<file path="config.mk">
export PLATFORM = sky130hd
export DESIGN_NAME = if_fetch_queue_flat
export DESIGN_NICKNAME = d
export VERILOG_FILES = /design/src/rtl/if_fetch_queue_if.sv /design/src/rtl/if_fetch_queue.sv /design/src/flat_wrapper.sv
export SDC_FILE = /design/constraint.sdc
export NUM_CORES = 1
export LEC_CHECK = 0
export ABC_AREA = 0
export BUFFER_PORTS_ARGS = -buffer_cell sky130_fd_sc_hd__buf_4
export CORE_MARGIN = 4
export CORE_UTILIZATION = 45
export CTS_CLUSTER_SIZE = 20
export DETAILED_ROUTE_END_ITERATION = 6
export SYNTH_ARGS = -nofsm -noshare
export SYNTH_HDL_FRONTEND = slang
export SYNTH_SLANG_ARGS = --single-unit
export TNS_END_PERCENT = 10
</file>
<file path="constraint.sdc">
create_clock -name clk -period 3.7 [get_ports clk]
set_input_delay 0.74 -clock clk [delete_from_list [all_inputs] [get_ports clk]]
set_output_delay 0.74 -clock clk [all_outputs]
set_load 0.05 [all_outputs]
</file>
<file path="src/rtl/if_fetch_queue_if.sv">
// if_fetch_queue_if: decode-side and instruction-memory-side signals of the fetch queue.
// slave = the fetch queue itself, master = whoever drives decode control and memory.
interface if_fetch_queue_if #(
   parameter int unsigned PC_W  = 9,
   parameter int unsigned INS_W = 32,
   parameter int unsigned DEPTH = 4
);
   logic                     stall;
   logic                     redirect;
   logic [PC_W-1:0]          redirect_pc;
   logic                     imem_req;
   logic [PC_W-1:0]          imem_addr;
   logic                     imem_gnt;
   logic [INS_W-1:0]         imem_rdata;
   logic                     instr_valid;
   logic [INS_W-1:0]         instr;
   logic [PC_W-1:0]          instr_pc;
   logic                     halted;
   logic [$clog2(DEPTH):0]   occupancy;

   modport slave (
      input  stall, redirect, redirect_pc, imem_gnt, imem_rdata,
      output imem_req, imem_addr, instr_valid, instr, instr_pc, halted, occupancy
   );

   modport master (
      output stall, redirect, redirect_pc, imem_gnt, imem_rdata,
      input  imem_req, imem_addr, instr_valid, instr, instr_pc, halted, occupancy
   );
endinterface

</file>
<file path="src/rtl/if_fetch_queue.sv">
// if_fetch_queue: owns the fetch PC, issues 1-cycle-latency imem requests, buffers words in a prefetch FIFO.
// Optional FETCH_BYPASS_EN: a response arriving at an empty FIFO is forwarded straight to decode.
module if_fetch_queue #(
   parameter int unsigned PC_W  = 9,
   parameter int unsigned INS_W = 32,
   parameter int unsigned DEPTH = 4
) (
   input logic             clk,
   input logic             reset,
   if_fetch_queue_if.slave bus
);
   localparam int unsigned AW     = $clog2(DEPTH);
   localparam int unsigned CW     = AW + 1;
   localparam int unsigned INFL_W = CW + 1;
   localparam logic [6:0]  HALT_OP = 7'h7F;

   logic [PC_W-1:0]  fetch_pc_q, fetch_pc_d;
   logic             pend_q, pend_d;
   logic [PC_W-1:0]  pend_pc_q, pend_pc_d;
   logic             halted_q, halted_d;
   logic [INS_W-1:0] ins_mem_q [DEPTH];
   logic [PC_W-1:0]  pc_mem_q  [DEPTH];
   logic [AW-1:0]    rd_ptr_q, rd_ptr_d, wr_ptr_q, wr_ptr_d;
   logic [CW-1:0]    count_q, count_d;

   logic [INFL_W-1:0] inflight;
   logic              req, grant, push, wr_en, pop, fifo_pop, head_valid, out_valid;

   assign inflight   = {1'b0, count_q} + {{CW{1'b0}}, pend_q};
   // Requests are gated by reset so nothing is issued while the block is held in reset.
   assign req        = reset && !halted_q && !bus.redirect && (inflight < INFL_W'(DEPTH));
   assign grant      = req && bus.imem_gnt;
   // A response is dropped when flushed by redirect or when it follows the halt word.
   assign push       = pend_q && !bus.redirect && !halted_q;
   assign head_valid = (count_q != '0);
   assign pop        = out_valid && !bus.stall && !bus.redirect;
   assign fifo_pop   = pop && head_valid;

`ifdef FETCH_BYPASS_EN
   logic bypass;
   assign bypass    = push && !head_valid;
   assign out_valid = head_valid || bypass;
   assign wr_en     = push && !(bypass && pop);
   assign bus.instr    = bypass ? bus.imem_rdata : ins_mem_q[rd_ptr_q];
   assign bus.instr_pc = bypass ? pend_pc_q : pc_mem_q[rd_ptr_q];
`else
   assign out_valid = head_valid;
   assign wr_en     = push;
   assign bus.instr    = ins_mem_q[rd_ptr_q];
   assign bus.instr_pc = pc_mem_q[rd_ptr_q];
`endif

   assign bus.instr_valid = out_valid;
   assign bus.imem_req    = req;
   assign bus.imem_addr   = fetch_pc_q;
   assign bus.halted      = halted_q;
   assign bus.occupancy   = count_q;

   always_comb begin
      fetch_pc_d = fetch_pc_q;
      pend_d     = grant;
      pend_pc_d  = pend_pc_q;
      halted_d   = halted_q;
      rd_ptr_d   = rd_ptr_q;
      wr_ptr_d   = wr_ptr_q;
      count_d    = count_q;
      if (bus.redirect) begin
         fetch_pc_d = {bus.redirect_pc[PC_W-1:2], 2'b00};
         halted_d   = 1'b0;
         rd_ptr_d   = '0;
         wr_ptr_d   = '0;
         count_d    = '0;
      end else begin
         if (grant) begin
            fetch_pc_d = fetch_pc_q + PC_W'(4);
            pend_pc_d  = fetch_pc_q;
         end
         if (push && (bus.imem_rdata[6:0] == HALT_OP)) halted_d = 1'b1;
         if (wr_en)    wr_ptr_d = wr_ptr_q + 1'b1;
         if (fifo_pop) rd_ptr_d = rd_ptr_q + 1'b1;
         case ({wr_en, fifo_pop})
            2'b10:   count_d = count_q + CW'(1);
            2'b01:   count_d = count_q - CW'(1);
            default: count_d = count_q;
         endcase
      end
   end

   always_ff @(posedge clk or negedge reset) begin
      if (!reset) begin
         fetch_pc_q <= '0;
         pend_q     <= 1'b0;
         pend_pc_q  <= '0;
         halted_q   <= 1'b0;
         rd_ptr_q   <= '0;
         wr_ptr_q   <= '0;
         count_q    <= '0;
         for (int unsigned i = 0; i < DEPTH; i++) begin
            ins_mem_q[i] <= '0;
            pc_mem_q[i]  <= '0;
         end
      end else begin
         fetch_pc_q <= fetch_pc_d;
         pend_q     <= pend_d;
         pend_pc_q  <= pend_pc_d;
         halted_q   <= halted_d;
         rd_ptr_q   <= rd_ptr_d;
         wr_ptr_q   <= wr_ptr_d;
         count_q    <= count_d;
         if (wr_en && !bus.redirect) begin
            ins_mem_q[wr_ptr_q] <= bus.imem_rdata;
            pc_mem_q[wr_ptr_q]  <= pend_pc_q;
         end
      end
   end
endmodule
</file>
<file path="src/flat_wrapper.sv">
// flat-port wrapper written by rule: the top's interface ports become plain ports
module if_fetch_queue_flat 
#(
   parameter int unsigned PC_W  = 9,
   parameter int unsigned INS_W = 32,
   parameter int unsigned DEPTH = 4
)
  (clk, reset, bus_stall, bus_redirect, bus_redirect_pc, bus_imem_gnt, bus_imem_rdata, bus_imem_req, bus_imem_addr, bus_instr_valid, bus_instr, bus_instr_pc, bus_halted, bus_occupancy);
  if_fetch_queue_if #(.PC_W(PC_W), .INS_W(INS_W), .DEPTH(DEPTH)) bus_i ();
  input logic clk;
  input logic reset;
  input wire logic [$bits(bus_i.stall)-1:0] bus_stall;
  input wire logic [$bits(bus_i.redirect)-1:0] bus_redirect;
  input wire logic [$bits(bus_i.redirect_pc)-1:0] bus_redirect_pc;
  input wire logic [$bits(bus_i.imem_gnt)-1:0] bus_imem_gnt;
  input wire logic [$bits(bus_i.imem_rdata)-1:0] bus_imem_rdata;
  output wire logic [$bits(bus_i.imem_req)-1:0] bus_imem_req;
  output wire logic [$bits(bus_i.imem_addr)-1:0] bus_imem_addr;
  output wire logic [$bits(bus_i.instr_valid)-1:0] bus_instr_valid;
  output wire logic [$bits(bus_i.instr)-1:0] bus_instr;
  output wire logic [$bits(bus_i.instr_pc)-1:0] bus_instr_pc;
  output wire logic [$bits(bus_i.halted)-1:0] bus_halted;
  output wire logic [$bits(bus_i.occupancy)-1:0] bus_occupancy;
  assign bus_i.stall = bus_stall;
  assign bus_i.redirect = bus_redirect;
  assign bus_i.redirect_pc = bus_redirect_pc;
  assign bus_i.imem_gnt = bus_imem_gnt;
  assign bus_i.imem_rdata = bus_imem_rdata;
  assign bus_imem_req = bus_i.imem_req;
  assign bus_imem_addr = bus_i.imem_addr;
  assign bus_instr_valid = bus_i.instr_valid;
  assign bus_instr = bus_i.instr;
  assign bus_instr_pc = bus_i.instr_pc;
  assign bus_halted = bus_i.halted;
  assign bus_occupancy = bus_i.occupancy;
  if_fetch_queue #(.PC_W(PC_W), .INS_W(INS_W), .DEPTH(DEPTH)) u_core (.clk(clk), .reset(reset), .bus(bus_i));
endmodule
</file>
# Word level (Yosys, flattened, before mapping)
# Index checks and enable logic that the tools add are counted.
word_totals:
  regBits: 191
  out_inout_bits: 56
  wordCells: 75
classes:
  n_addsub: 6
  n_lt_le_gt_ge: 4
  n_eq_ne: 3
  n_mux: 22
  n_bitwise: 3
  n_reduce_logical: 22
ops:
  columns: ["operator", "n"]
  rows:
  - ["bitwise mux 128 bit", 1]
  - ["2-to-1 mux 32 bit", 3]
  - ["binary-select mux 32 bit (select 2 bit)", 1]
  - ["demux 32 bit (select 2 bit)", 1]
  - ["2-to-1 mux 9 bit", 5]
  - ["bitwise mux 36 bit", 1]
  - ["binary-select mux 9 bit (select 2 bit)", 1]
  - ["demux 9 bit (select 2 bit)", 1]
  - ["logical AND 1 bit", 12]
  - ["adder 9 x 3 -> 9 bit (second input constant)", 1]
  - ["2-to-1 mux 2 bit", 4]
  - ["nonzero test 2 bit", 4]
  - ["equality test 7 bit (second input constant)", 1]
  - ["greater-or-equal comparator 3 bit (second input constant)", 2]
  - ["NOT 2 -> 3 bit", 2]
  - ["case mux 3 bit (2 select lines)", 1]
  - ["nonzero test 3 bit", 2]
  - ["adder 2 x 1 -> 2 bit (second input constant)", 2]
  - ["adder 3 x 1 -> 4 bit", 1]
  - ["< comparator 4 x 3 -> 1 bit (second input constant)", 1]
  - ["adder 3 x 1 -> 3 bit (second input constant)", 1]
  - ["logical NOT 1 bit", 3]
  - ["< comparator 3 x 1 -> 1 bit (second input constant)", 1]
  - ["2-to-1 mux 3 bit", 1]
  - ["other kinds (6)", 7]

# Logic depth before layout (Yosys ltp)
depth:
  ltp_word: 7
  depth_mapped: 9

# Worst setup path before layout
# No wires, ideal clock.
synth_timing:
  path_type: "input to output"
  start: "input bus_redirect"
  end: "output bus_imem_req"
  arrival_time_ns: 1.653
  setup_slack_ns: 1.307
  path_stages: 3
  n_path_buf: 1
  cell_sequence: "buf_6 -> nor4b_4 -> and2_1"
synth_between:
  elab_chain_cells: 3
synth_lines:
  columns: ["item", "line", "text"]
  rows:
  - ["from (decl)", "flat_wrapper.sv:13", "input wire logic [$bits(bus_i.redirect)-1:0] bus_redirect;"]
  - ["logical NOT 1 bit", "if_fetch_queue.sv:31", "assign req = reset && !halted_q && !bus.redirect && (inflight < INFL_W'(DEPTH));"]
  - ["logical AND 1 bit (2 in series)", "if_fetch_queue.sv:31", null]
  - ["to (decl)", "flat_wrapper.sv:17", "output wire logic [$bits(bus_i.imem_req)-1:0] bus_imem_req;"]
# Every way passes these cells.

# Final worst setup path
layout_timing:
  start: "register u_core.rd_ptr_q[0]"
  end: "output bus_instr[1]"
layout_between:
  elab_chain_cells: 4
layout_lines:
  columns: ["item", "line", "text"]
  rows:
  - ["from (decl)", "if_fetch_queue.sv:23", "logic [AW-1:0] rd_ptr_q, rd_ptr_d, wr_ptr_q, wr_ptr_d;"]
  - ["from (signal assigned)", "if_fetch_queue.sv:107", "rd_ptr_q <= rd_ptr_d;"]
  - ["NOT 2 -> 3 bit (not written as such)", "if_fetch_queue.sv:49", "assign bus.instr = ins_mem_q[rd_ptr_q];"]
  - ["binary-select mux 32 bit (select 2 bit)", "if_fetch_queue.sv:49", null]
  - ["2-to-1 mux 32 bit (not written as such) (2 in series)", "if_fetch_queue.sv:49", null]
  - ["to (decl)", "flat_wrapper.sv:20", "output wire logic [$bits(bus_i.instr)-1:0] bus_instr;"]
# Every way passes these cells. The select of a mux whose other input is x is not followed.

==> flow_summary.yaml <==
status:
  outcome: "finished, final reports clean"
cts:
  cts_sinks: 179
  cts-root-buf: "clkbuf_16"
  cts_max_level: 4
  cts_made_buffers: 17
  insertion_delay_ns: 0.43
  cts.clk_slew.worst_paths_ns: 0.07
  cts_buffer_depth: 2
  postCtsSetupBuffers: 0
  tritoncts: "yes"
  hold_buffers: 0
  cts_resized: 0
floorplan:
  die_w_um: 142
  ioPinCount: 102
  core_mm2: 0.0175
  die_h_um: 142
  initial_utilization: 0.463
  die_area_mm2: 0.0202
  fp-row-count: 48
detailed_routing:
  post-route-drc-count: 0
  vias: 4629
  drt_first_pass_iters: 4
  dr.first_iter.drc_count: 218
  viasPerCell: 5.47
  antenna_left: 0
  totalWireLength_mm: 16.4
  routedWlPerCell_um: 19.4
flow_run:
  max_cap_violations: 0
critical_path:
  arrival_ns: 2.29
  r2r_cells: 7
  critPathRequiredTime_ns: 2.96
  crit_type: "register to primary output"
  end_kind: "primary output"
  start_kind: "register"
  cp_max_fo: 17
  regToRegEndpoint: "u_core.bus.occupancy[2]"
  r2r-start: "u_core.bus.occupancy[0]"
  reg2reg_slack_ns: 1.39
timing:
  fmax_mhz: 330
  final-setup-viol-count: 0
  rsz0062_at_grt: "no"
  slew-limit-headroom: 0.366
  skew_ns: 0.0113
  whs_ns: 0.189
  setup-tns-final_ns: 0
  finalCritPeriodShare: 0.819
  fin_ws_ns: 0.671
  worstMarginPinSlew_ns: 0.951
  finalCriticalPeriod_ns: 3.03
  hold_violations: 0
  maxSlewViolCount: 0
synth:
  ys_types: 45
  synth_edf_count: 0
  syn_inst: 515
  syn_area_per_cell_um2: 15.7
  ys_seq_elements: 179
  syn_area_mm2: 0.00809
  synthFlopType: "dfrtp_1"
  ys_warn_count: 0
  ys_seq_area_frac: 0.554
  async_flop_share: 1.00
cells_and_area:
  area_delta_synth_final_pct: 17.9
  most-common-layout-cells: "dfrtp_1 (177), mux2_2 (146), buf_4 (104)"
  nNetsFinal: 661
  final_common_cell: "dfrtp_1"
  fill_cells: 1443
  final_util: 0.546
  drive_gt1_frac: 0.558
  antenna_cells: 0
placement:
  place.gp.congestion: 0.727
  port_buffers: 95
  place_ws_ns: 1.06
  post-dp-hpwl_mm: 10.5
pwr:
  cellPowerDensity_mw_per_mm2: 715
  p_leak_nw: 4.44
  ir_worst_vdd_mv: 0.408
grt:
  grt-ovfl-total: 0
  grt_pass1_vias: 5033
  antenna_found_initial: 0
  track_usage: 0.173
  grt_max_degree: 76
  grt_pass1_wl_mm: 27.1
min_path:
  min-delay-path-class: "primary input to asynchronous set/reset pin"
==> worst max-delay path: stages, from the launching register on <==
cell	delay (ns)
dfrtp_2	0.76
buf_4	0.33
mux4_2	0.55
buf_4	0.21
==> report_power, final <==
part           switching, W  internal, W  leakage, nW
registers          0.000256      0.00228         2.38
logic               0.00155      0.00105         1.79
clock network      0.000808     0.000880        0.270
total               0.00261      0.00421         4.44
==> metal layers <==
| metal | track usage | vias up | routed length, µm |
|---|---|---|---|
| li1 | - | 2075 | - |
| met1 | 0.242 | 2458 | 7640 |
| met2 | 0.269 | 87 | 7930 |
| met3 | 0.0531 | 9 | 685 |
| met4 | 0.0394 | 0 | 128 |
| met5 | 0 | - | 0 |
==> how the worst max path moves through the flow <==
stage / startpoint / endpoint / slack [ns]
after global placement: u_core.rd_ptr_q[0] / bus_instr[1] / 1.06
after CTS: u_core.rd_ptr_q[0] / bus_instr[1] / 0.59
after detailed placement: u_core.rd_ptr_q[0] / bus_instr[1] / 1.06
after floorplan: bus_redirect / bus_imem_req / 1.31
final: u_core.rd_ptr_q[0] / bus_instr[1] / 0.67
after global routing: u_core.rd_ptr_q[0] / bus_instr[1] / 0.54
==> kinds of logic after synthesis <==
group / Yosys count / synth area share
multiplexers: 196 / 0.332
flip-flops: 179 / 0.554
AND/OR/NAND/NOR: 73 / 0.0506
buffers and inverters: 40 / 0.0333
AO/OA/AOI/OAI: 14 / 0.0135
adder cells (fa/ha/maj): 6 / 0.0102
XOR/XNOR: 6 / 0.00650
other: 1 / 0.000464
==> sequential cells by signal, indices dropped and copies added (netlist names) <==
signal / flops
u_core.pend_q: 1
u_core.bus.occupancy: 3
u_core.ins_mem_q: 128
u_core.rd_ptr_q: 2
u_core.pend_pc_q: 7
u_core.wr_ptr_q: 2
u_core.bus.halted: 1
u_core.pc_mem_q: 28
u_core.bus.imem_addr: 7
==> cell usage after synthesis, types with 5 or more instances <==
master / count / share of area
nand3b_1: 5 / 0.0046
mux2_2: 146 / 0.20
buf_6: 5 / 0.0070
nand2_1: 27 / 0.013
nand3_1: 8 / 0.0050
clkbuf_1: 7 / 0.0032
buf_4: 9 / 0.0084
ha_1: 5 / 0.0077
mux4_2: 39 / 0.11
nor2_1: 9 / 0.0042
buf_2: 11 / 0.0068
mux2_4: 10 / 0.019
dfrtp_1: 179 / 0.55
xnor2_1: 5 / 0.0054
==> layout make-up <==
cell class	instances	area [µm²]	area share
inverter	4	16.3	0.00171
multi-input combinational	299	3350	0.352
timing repair buffer	108	852	0.0893
clock inverter	15	125	0.0131
tap	225	282	0.0295
sequential	179	4480	0.470
clock buffer	17	425	0.0446
==> stage by stage <==
| stage | total power, W | area, µm² | std cells |
|---|---|---|---|
| 2_1_floorplan | 0.00443 | 8100 | 518 |
| 3_3_place_gp | 0.00515 | 8990 | 815 |
| 3_5_place_dp | 0.00521 | 8990 | 815 |
| 4_1_cts | 0.00692 | 9540 | 847 |
| 5_1_grt | 0.00716 | 9540 | 847 |
| 6_report | 0.00682 | 9540 | 847 |
(Power assumes the default switching activity.)
